`config.mk`:
```
export PLATFORM = sky130hd
export DESIGN_NAME = i2c_slave
export DESIGN_NICKNAME = d
export VERILOG_FILES = /design/src/rtl/i2c_slave.sv
export SDC_FILE = /design/constraint.sdc
export NUM_CORES = 1
export LEC_CHECK = 0
export BUFFER_PORTS_ARGS = -buffer_cell sky130_fd_sc_hd__buf_2
export CAP_MARGIN = 5
export CELL_PAD_IN_SITES_DETAIL_PLACEMENT = 1
export CELL_PAD_IN_SITES_GLOBAL_PLACEMENT = 2
export CORE_AREA = 2 2 87 89
export CTS_BUF_LIST = sky130_fd_sc_hd__clkbuf_8
export CTS_CLUSTER_DIAMETER = 200
export DETAILED_ROUTE_END_ITERATION = 10
export DIE_AREA = 0 0 89 91
export PLACE_DENSITY = 0.88
export SLEW_MARGIN = 10
export SYNTH_ARGS = -nofsm -noshare
export SYNTH_HDL_FRONTEND = slang
export SYNTH_SLANG_ARGS = --single-unit
```
`constraint.sdc`:
```
create_clock -name clk -period 3.05 [get_ports clk]
set_clock_uncertainty 0.2 [all_clocks]
set_input_delay 0.305 -clock clk [delete_from_list [all_inputs] [get_ports clk]]
set_output_delay 0.305 -clock clk [all_outputs]
set_load 0.05 [all_outputs]
```
`src/rtl/i2c_slave.sv`:
```
// rtl/i2c_slave.sv - 7-bit address I2C target with byte handshake and SCL stretching
//
// Purpose:
//    Responder end of an I2C bus. It detects START/STOP and matches its own
//    address. Write bytes are shifted in and handed to local logic. Read bytes
//    are requested from local logic and shifted out. ACK/NACK is driven on SDA.
//    SCL is held low while local logic is not ready.
//    Both bus outputs are open-drain style: 0 pulls low, 1 releases.
//
// Ports:
//    clk, rst              system clock, synchronous active-low reset
//    sda_in / sda_out      bus SDA sample / drive (0 = pull low)
//    scl_in / scl_out      bus SCL sample / drive (0 = stretch)
//    rx_dat, rx_vld        written byte and its 1-cycle valid pulse
//    rx_first              qualifies rx_vld: first data byte after the address
//    rx_rdy                local logic can accept a written byte
//    tx_req                1-cycle pulse: a read byte is needed
//    tx_dat, tx_vld        read byte offered by local logic
//    tx_ack                master ACKed the last read byte
//    start_det, stop_det   1-cycle pulses on (repeated) START / STOP
//    busy                  1 while this target is addressed

module i2c_slave #(
   parameter logic [6:0] SLV_ADDR = 7'h50,
   parameter int         HD_DLY   = 4
) (
   input  logic       clk,
   input  logic       rst,
   input  logic       sda_in,
   output logic       sda_out,
   input  logic       scl_in,
   output logic       scl_out,
   output logic [7:0] rx_dat,
   output logic       rx_vld,
   output logic       rx_first,
   input  logic       rx_rdy,
   output logic       tx_req,
   input  logic [7:0] tx_dat,
   input  logic       tx_vld,
   output logic       tx_ack,
   output logic       start_det,
   output logic       stop_det,
   output logic       busy
);

   localparam logic [3:0] HD = 4'(HD_DLY);

   typedef enum logic [3:0] {
      S_IDLE, S_ADDR, S_ADDR_ACK, S_WR_BYTE, S_WR_HOLD,
      S_WR_ACK, S_TX_WAIT, S_RD_BYTE, S_RD_ACK
   } state_t;

   state_t     state_q, state_d;
   logic       scl_s1_q, scl_s1_d, scl_s2_q, scl_s2_d, scl_p_q, scl_p_d;
   logic       sda_s1_q, sda_s1_d, sda_s2_q, sda_s2_d, sda_p_q, sda_p_d;
   logic [2:0] bit_cnt_q, bit_cnt_d;
   logic [7:0] shift_q, shift_d;
   logic       phase_q, phase_d;
   logic       rw_q, rw_d;
   logic       first_q, first_d;
   logic [3:0] hd_cnt_q, hd_cnt_d;
   logic       sda_pend_q, sda_pend_d;
   logic       scl_rel_q, scl_rel_d;
   logic       sda_out_q, sda_out_d;
   logic       scl_out_q, scl_out_d;
   logic [7:0] rx_dat_q, rx_dat_d;
   logic       rx_vld_q, rx_vld_d;
   logic       rx_first_q, rx_first_d;
   logic       tx_req_q, tx_req_d;
   logic       tx_ack_q, tx_ack_d;
   logic       start_det_q, start_det_d;
   logic       stop_det_q, stop_det_d;
   logic       busy_q, busy_d;

   logic scl_rise, scl_fall, start_c, stop_c;

   always_comb begin
      state_d     = state_q;
      scl_s1_d    = scl_in;
      scl_s2_d    = scl_s1_q;
      scl_p_d     = scl_s2_q;
      sda_s1_d    = sda_in;
      sda_s2_d    = sda_s1_q;
      sda_p_d     = sda_s2_q;
      bit_cnt_d   = bit_cnt_q;
      shift_d     = shift_q;
      phase_d     = phase_q;
      rw_d        = rw_q;
      first_d     = first_q;
      hd_cnt_d    = hd_cnt_q;
      sda_pend_d  = sda_pend_q;
      scl_rel_d   = scl_rel_q;
      sda_out_d   = sda_out_q;
      scl_out_d   = scl_out_q;
      rx_dat_d    = rx_dat_q;
      rx_vld_d    = 1'b0;
      rx_first_d  = 1'b0;
      tx_req_d    = 1'b0;
      tx_ack_d    = tx_ack_q;
      start_det_d = 1'b0;
      stop_det_d  = 1'b0;
      busy_d      = busy_q;

      scl_rise = scl_s2_q & ~scl_p_q;
      scl_fall = ~scl_s2_q & scl_p_q;
      // SCL must be stably high across the SDA transition
      start_c  = scl_s2_q & scl_p_q & sda_p_q & ~sda_s2_q;
      stop_c   = scl_s2_q & scl_p_q & ~sda_p_q & sda_s2_q;

      // Hold-time timer: a scheduled SDA value lands HD_DLY clk after it was
      // queued; a pending SCL release lands together with it so the bit is
      // already valid when the master sees SCL go high.
      if (hd_cnt_q != 4'd0) begin
         hd_cnt_d = hd_cnt_q - 4'd1;
         if (hd_cnt_q == 4'd1) begin
            sda_out_d = sda_pend_q;
            if (scl_rel_q) begin
               scl_out_d = 1'b1;
               scl_rel_d = 1'b0;
            end
         end
      end

      if (start_c) begin
         state_d     = S_ADDR;
         bit_cnt_d   = 3'd7;
         phase_d     = 1'b0;
         sda_out_d   = 1'b1;
         scl_out_d   = 1'b1;
         hd_cnt_d    = 4'd0;
         scl_rel_d   = 1'b0;
         start_det_d = 1'b1;
      end else if (stop_c) begin
         state_d    = S_IDLE;
         sda_out_d  = 1'b1;
         scl_out_d  = 1'b1;
         hd_cnt_d   = 4'd0;
         scl_rel_d  = 1'b0;
         busy_d     = 1'b0;
         stop_det_d = 1'b1;
      end else begin
         case (state_q)
            S_IDLE: ;
            S_ADDR: begin
               if (scl_rise) begin
                  shift_d = {shift_q[6:0], sda_s2_q};
                  if (bit_cnt_q == 3'd0) begin
                     // shift_q[6:0] holds the 7 address bits, SDA is R/W
                     if (shift_q[6:0] == SLV_ADDR) begin
                        busy_d  = 1'b1;
                        rw_d    = sda_s2_q;
                        phase_d = 1'b0;
                        state_d = S_ADDR_ACK;
                     end else begin
                        busy_d  = 1'b0;
                        state_d = S_IDLE;
                     end
                  end else begin
                     bit_cnt_d = bit_cnt_q - 3'd1;
                  end
               end
            end
            S_ADDR_ACK: begin
               if (scl_fall) begin
                  if (!phase_q) begin
                     hd_cnt_d   = HD;
                     sda_pend_d = 1'b0;
                     phase_d    = 1'b1;
                  end else if (!rw_q) begin
                     hd_cnt_d   = HD;
                     sda_pend_d = 1'b1;
                     bit_cnt_d  = 3'd7;
                     first_d    = 1'b1;
                     state_d    = S_WR_BYTE;
                  end else begin
                     tx_req_d  = 1'b1;
                     scl_out_d = 1'b0;
                     state_d   = S_TX_WAIT;
                  end
               end
            end
            S_WR_BYTE: begin
               if (scl_rise) begin
                  shift_d = {shift_q[6:0], sda_s2_q};
                  if (bit_cnt_q == 3'd0) begin
                     phase_d = 1'b0;
                     state_d = S_WR_HOLD;
                  end else begin
                     bit_cnt_d = bit_cnt_q - 3'd1;
                  end
               end
            end
            S_WR_HOLD: begin
               // phase 0: waiting for the 8th-bit fall; phase 1: stretching
               if (!phase_q) begin
                  if (scl_fall) begin
                     if (rx_rdy) begin
                        rx_dat_d   = shift_q;
                        rx_vld_d   = 1'b1;
                        rx_first_d = first_q;
                        first_d    = 1'b0;
                        hd_cnt_d   = HD;
                        sda_pend_d = 1'b0;
                        state_d    = S_WR_ACK;
                     end else begin
                        scl_out_d = 1'b0;
                        phase_d   = 1'b1;
                     end
                  end
               end else if (rx_rdy) begin
                  rx_dat_d   = shift_q;
                  rx_vld_d   = 1'b1;
                  rx_first_d = first_q;
                  first_d    = 1'b0;
                  hd_cnt_d   = HD;
                  sda_pend_d = 1'b0;
                  scl_rel_d  = 1'b1;
                  state_d    = S_WR_ACK;
               end
            end
            S_WR_ACK: begin
               if (scl_fall) begin
                  hd_cnt_d   = HD;
                  sda_pend_d = 1'b1;
                  bit_cnt_d  = 3'd7;
                  state_d    = S_WR_BYTE;
               end
            end
            S_TX_WAIT: begin
               // SCL is already held low; it is released together with the MSB
               if (tx_vld) begin
                  shift_d    = {tx_dat[6:0], 1'b0};
                  hd_cnt_d   = HD;
                  sda_pend_d = tx_dat[7];
                  scl_rel_d  = 1'b1;
                  bit_cnt_d  = 3'd7;
                  state_d    = S_RD_BYTE;
               end
            end
            S_RD_BYTE: begin
               // bit_cnt is the index of the bit currently on the bus
               if (scl_fall) begin
                  hd_cnt_d = HD;
                  if (bit_cnt_q == 3'd0) begin
                     sda_pend_d = 1'b1;
                     state_d    = S_RD_ACK;
                  end else begin
                     sda_pend_d = shift_q[7];
                     shift_d    = {shift_q[6:0], 1'b0};
                     bit_cnt_d  = bit_cnt_q - 3'd1;
                  end
               end
            end
            S_RD_ACK: begin
               if (scl_rise) begin
                  tx_ack_d = ~sda_s2_q;
               end
               if (scl_fall) begin
                  if (tx_ack_q) begin
                     tx_req_d  = 1'b1;
                     scl_out_d = 1'b0;
                     state_d   = S_TX_WAIT;
                  end else begin
                     busy_d  = 1'b0;
                     state_d = S_IDLE;
                  end
               end
            end
            default: state_d = S_IDLE;
         endcase
      end
   end

   always_ff @(posedge clk) begin
      if (!rst) begin
         state_q     <= S_IDLE;
         scl_s1_q    <= 1'b1;
         scl_s2_q    <= 1'b1;
         scl_p_q     <= 1'b1;
         sda_s1_q    <= 1'b1;
         sda_s2_q    <= 1'b1;
         sda_p_q     <= 1'b1;
         bit_cnt_q   <= 3'd7;
         shift_q     <= 8'd0;
         phase_q     <= 1'b0;
         rw_q        <= 1'b0;
         first_q     <= 1'b0;
         hd_cnt_q    <= 4'd0;
         sda_pend_q  <= 1'b1;
         scl_rel_q   <= 1'b0;
         sda_out_q   <= 1'b1;
         scl_out_q   <= 1'b1;
         rx_dat_q    <= 8'd0;
         rx_vld_q    <= 1'b0;
         rx_first_q  <= 1'b0;
         tx_req_q    <= 1'b0;
         tx_ack_q    <= 1'b0;
         start_det_q <= 1'b0;
         stop_det_q  <= 1'b0;
         busy_q      <= 1'b0;
      end else begin
         state_q     <= state_d;
         scl_s1_q    <= scl_s1_d;
         scl_s2_q    <= scl_s2_d;
         scl_p_q     <= scl_p_d;
         sda_s1_q    <= sda_s1_d;
         sda_s2_q    <= sda_s2_d;
         sda_p_q     <= sda_p_d;
         bit_cnt_q   <= bit_cnt_d;
         shift_q     <= shift_d;
         phase_q     <= phase_d;
         rw_q        <= rw_d;
         first_q     <= first_d;
         hd_cnt_q    <= hd_cnt_d;
         sda_pend_q  <= sda_pend_d;
         scl_rel_q   <= scl_rel_d;
         sda_out_q   <= sda_out_d;
         scl_out_q   <= scl_out_d;
         rx_dat_q    <= rx_dat_d;
         rx_vld_q    <= rx_vld_d;
         rx_first_q  <= rx_first_d;
         tx_req_q    <= tx_req_d;
         tx_ack_q    <= tx_ack_d;
         start_det_q <= start_det_d;
         stop_det_q  <= stop_det_d;
         busy_q      <= busy_d;
      end
   end

   assign sda_out   = sda_out_q;
   assign scl_out   = scl_out_q;
   assign rx_dat    = rx_dat_q;
   assign rx_vld    = rx_vld_q;
   assign rx_first  = rx_first_q;
   assign tx_req    = tx_req_q;
   assign tx_ack    = tx_ack_q;
   assign start_det = start_det_q;
   assign stop_det  = stop_det_q;
   assign busy      = busy_q;

endmodule

```
; Word-level counts from Yosys, hierarchy flattened
; Cells that the tools add are included.
; Widths: inputs -> output; s select.
[totals]
regBits = 47
out_inout_bits = 17
mem_count = 0
romBits = 0
inputBits = 14
wordCells = 227
mem_bits_rw = 0
latchBits = 0
[op_classes]
eq_ne = 44
n_bitwise = 16
n_addsub = 2
shifts = 0
reduce_logical = 27
mux = 112
multipliers = 0
order_cmp = 0
n_div = 0
[op_table]
columns = op, count
row1 = $mux 4, 23
row2 = $mux 1, 60
row3 = $mux 8, 7
row4 = $ne 4x4->1 const B, 11
row5 = $pmux 4 s9, 1
row6 = $mux 3, 10
row7 = $ne 2x2->1 const B, 14
row8 = $reduce_and 13->1, 2
row9 = $pmux 8 s3, 1
row10 = $ne 3x3->1 const B, 7
row11 = $reduce_and 9->1, 2
row12 = $eq 4x3->1 const B, 4
row13 = $pmux 4 s4, 1
row14 = $pmux 3 s5, 1
row15 = $reduce_and 7->1, 2
row16 = $reduce_and 6->1, 2
row17 = $reduce_bool 5->1, 2
row18 = $not 1->1, 9
row19 = $eq 4x1->1 const B, 2
row20 = $eq 4x2->1 const B, 2
row21 = $pmux 1 s2, 4
row22 = $reduce_and 4->1, 2
row23 = $reduce_and 8->1, 1
row24 = $reduce_bool 4->1, 2
row25 = 19 further kinds, 29

; Longest topological paths before layout
[logic_depth]
ltp_word = 7
mapped_depth = 9
mapped_depth_nobuf = 8

; Worst setup path after synthesis
; Ideal clock, no wire load.
[synth_path]
path_kind = flip-flop to flip-flop
from = register bit_cnt_q[0]
to = register shift_q[0]
t_required_ps = 2722
t_arrival_ps = 1998
stages_incl_launch_ff = 10
setup_time_ps = 128
synth_period_minus_slack_ps = 2325
path_buffers = 1
path_slack_ps = 725
path_cell_list = dfxtp_1 -> inv_1 -> ha_1 -> ha_1 -> nor3b_1 -> o21ai_0 -> a2111oi_4 -> buf_4 -> mux2i_1 -> nor2_1
[synth_via]
elab_chain_len = 3
[synth_lines]
columns = element, line_no
row1 = from (decl), 56  ; logic [2:0] bit_cnt_q, bit_cnt_d;
row2 = from (signal assigned), 309  ; bit_cnt_q <= bit_cnt_d;
row3 = $logic_not 3->1, 244  ; if (bit_cnt_q == 3'd0) begin
row4 = $ne 2x2->1 (no source line), n/a
row5 = $reduce_and 7->1 (no source line), n/a
row6 = to (signal assigned), 310  ; shift_q <= shift_d;
row7 = to (decl), 57  ; logic [7:0] shift_q, shift_d;
; Every way passes these cells.
; A chain may end at the register's enable or synchronous reset.

; Worst setup path after layout
[layout_path]
from = register bit_cnt_q[0]
to = register shift_q[1]
; Same word-level chain as after synthesis.

==> results by group <==
Run status
  • Status: finished, final reports clean

Global route
  • GR Overflow Total: 0
  • GRT Util Overall: 0.183
  • Pin count of the biggest net entering global routing: 22
  • Antenna violations before repair: 0
  • First-pass GRT wire length: 11.6 mm
  • Vias in the first global route: 2345

Worst setup path
  • Crit-path cells: inv_1, ha_1, ha_1, nor3b_1, o21ai_0, a2111oi_4, buf_4, nor2_1, a311oi_1
  • CP max stage delay: 0.38 ns
  • Worst reg-to-reg path cell count: 9
  • Reg-to-Reg End: shift_q[1]
  • WP data required: 3.06 ns
  • CP most frequent cell: ha_1
  • Crit path launch type: flip-flop
  • Worst path arrival time: 2.50 ns
  • Critical path class: reg2reg
  • R2r setup slk: 0.55 ns
  • Worst r2r src: bit_cnt_q[0]
  • Worst Setup End Kind: flip-flop
  • Critical path buffer and inverter count: 2
  • Critical path's top delay family: compound AO/OA/AOI/OAI gates
  • Slowest cell on crit path: a2111oi_4
  • Crit-path max FO: 15

Min path
  • Tightest Hold Check Type: in2reg
  • WHS Endpoint: shift_q[3]
  • Hold Path Origin: tx_dat[2]
  • WHS Path Cells: 3

Routing
  • Drt pass-1 iters: 4
  • WL per Instance: 16.3 µm
  • DRC: 0
  • Final antenna-violating net count: 0
  • Via/cell ratio: 5.45
  • Post-Route WL: 6.99 mm
  • Vias: 2333
  • Initial drt markers: 150

Final layout
  • Commonest non-fill, non-tap cell in the layout: dfxtp_1
  • Layout cells sized above 1: 0.179
  • Area Growth Syn to Fin: 14.4%
  • Ant. Diodes: 0
  • Fillers: 874
  • Most frequent cells in the layout: 47 x dfxtp_1, 40 x nor2_1, 33 x nand2_1, 30 x buf_2, 17 x mux2i_1
  • Layout Nets: 347

Synthesis
  • Syn_area_per_cell: 8.38 µm²
  • #FFs+latches synth: 47
  • Netlist Area Pre-Place: 2520 µm²
  • Synth Flop Type: dfxtp_1
  • EDFF count, synth: 0
  • Synth cell types: 58
  • Post-Syn Instances: 301
  • Net count after synthesis: 319
  • Async set or reset register ratio after synthesis: 0
  • Warnings from Yosys: 0
  • Seq/Total Area, Yosys: 0.373

Pwr
  • Pleak: 1.10 nW
  • Peak VDD IR: 0.211 mV
  • Power per cell area: 413 nW/µm²

Die
  • Ports: 31
  • Width of the die: 89 µm
  • Die ar.: 8100 µm²
  • Die height: 91 µm
  • FP Rows: 31
  • Core area: 7140 µm²
  • Initial Util: 0.354

STA
  • Fin Setup TNS: 0 ns
  • Fin crit share: 0.819
  • Worst Tran Pin Value: 0.775 ns
  • Fmax: 401 MHz
  • Crit path time final: 2.50 ns
  • Setup violators final: 0
  • Max-slew violations: 0
  • Final hold violation count: 0
  • Fin Hold WS: 0.0592 ns
  • RSZ-0062 raised after global routing: false
  • Slew headroom: 0.480

Clock network
  • Root Driver: clkbuf_8
  • TritonCTS Sinks: 47
  • CTS Buffer Depth: 2
  • Cts bufs inserted: 5
  • Clock tree from TritonCTS: done
  • Worst skew pair latency: 0.30 ns
  • CTS clk-pin slew, worst paths: 0.09 ns
  • H-tree Lvls: 2

Placed design
  • Detailed Place HPWL: 5.27 mm
  • Routability-driven placement congestion ratio: 0.850
  • I/O Buffers: 30

Run
  • Max-cap viol count: 0
-- cell families (layout without fill, tap and decap cells) --
family / after synthesis / after routing / synth area share
xor+xnor: 2 / 2 / 0.00694
simple gates: 136 / 136 / 0.286
flops: 47 / 47 / 0.373
mux: 17 / 17 / 0.0674
fa+ha+maj: 4 / 4 / 0.0198
compound gates: 63 / 63 / 0.188
buf+inv: 32 / 60 / 0.0590
-- final cells by class --
type	instances	area [µm²]	share of cell area
clock buffers	5	68.8	0.0238
clock inverters	2	37.5	0.0130
multi-input cells	222	1430	0.497
well taps	99	124	0.0429
inverters	12	45.0	0.0156
repair buffers	41	238	0.0823
flip-flops and latches	47	941	0.326
-- synth_stat cells (all sizes together) (6+ instances only) --
master  number  area share
dfxtp       47        0.37
o21ai        8       0.016
clkbuf      10       0.017
mux2i       17       0.067
a21oi       11       0.022
nor3        12       0.026
nor2        41       0.064
a311oi       9       0.031
nor2b        8       0.020
inv         12       0.018
a211oi       6       0.018
nand2       33       0.049
buf         10       0.024
nand2b      12       0.030
-- stage by stage --
stage	total power [mW]	setup slack, ns	std cells	area [µm²]	util
final	1.19	0.553	428	2890	0.405
after floorplan	0.718	0.725	301	2520	-
after global routing	1.24	0.322	428	2890	0.405
after CTS	1.21	0.535	428	2890	0.405
after detailed placement	0.753	0.540	419	2760	0.387
after global placement	0.750	0.596	419	2760	0.387
-- registers in the layout (all words and copies together) (netlist names), 3 cells and up --
register and count:
hd_cnt_q 4, state_q 4, rx_dat 8, bit_cnt_q 3, shift_q 8
-- repair_timing --
| action | CTS | global route |
|---|---|---|
| buffers inserted | 0 | 0 |
| resized for setup | 0 | 0 |
| hold buffers | 2 | 0 |
| hold endpoints to repair | 2 | 0 |
-- report_power, final --
| part | total, mW | leakage, nW | internal, mW | switching, mW |
|---|---|---|---|---|
| Sequential | 0.641 | 0.381 | 0.625 | 0.0159 |
| Combinational | 0.0992 | 0.669 | 0.0380 | 0.0613 |
| Clock | 0.451 | 0.0502 | 0.240 | 0.212 |
| Total | 1.19 | 1.10 | 0.903 | 0.289 |
-- routing by layer --
layer	track usage	part of all wire	vias to the layer above
li1	-	-	1133
met2	0.303	0.49	62
met1	0.244	0.46	1126
met4	0.0572	0.019	0
met5	0	0	-
met3	0.0273	0.037	12
-- worst min-delay path, cell delays in order --
cell and delay, ns:
buf_2 0.10, nand2_1 0.05, a311oi_1 0.07
-- how the worst max path moves through the flow --
stage | slack, ns | end | from | depth (start not counted)
floorplan | 0.72 | shift_q[0] | bit_cnt_q[0] | 9
global placement | 0.60 | bit_cnt_q[0] | state_q[3] | 4
detailed placement | 0.54 | shift_q[1] | bit_cnt_q[0] | 9
CTS | 0.54 | shift_q[1] | bit_cnt_q[0] | 9
global route | 0.32 | shift_q[1] | bit_cnt_q[0] | 9
finish | 0.55 | shift_q[1] | bit_cnt_q[0] | 9
Note: power is estimated with default switching activity, not from simulation.
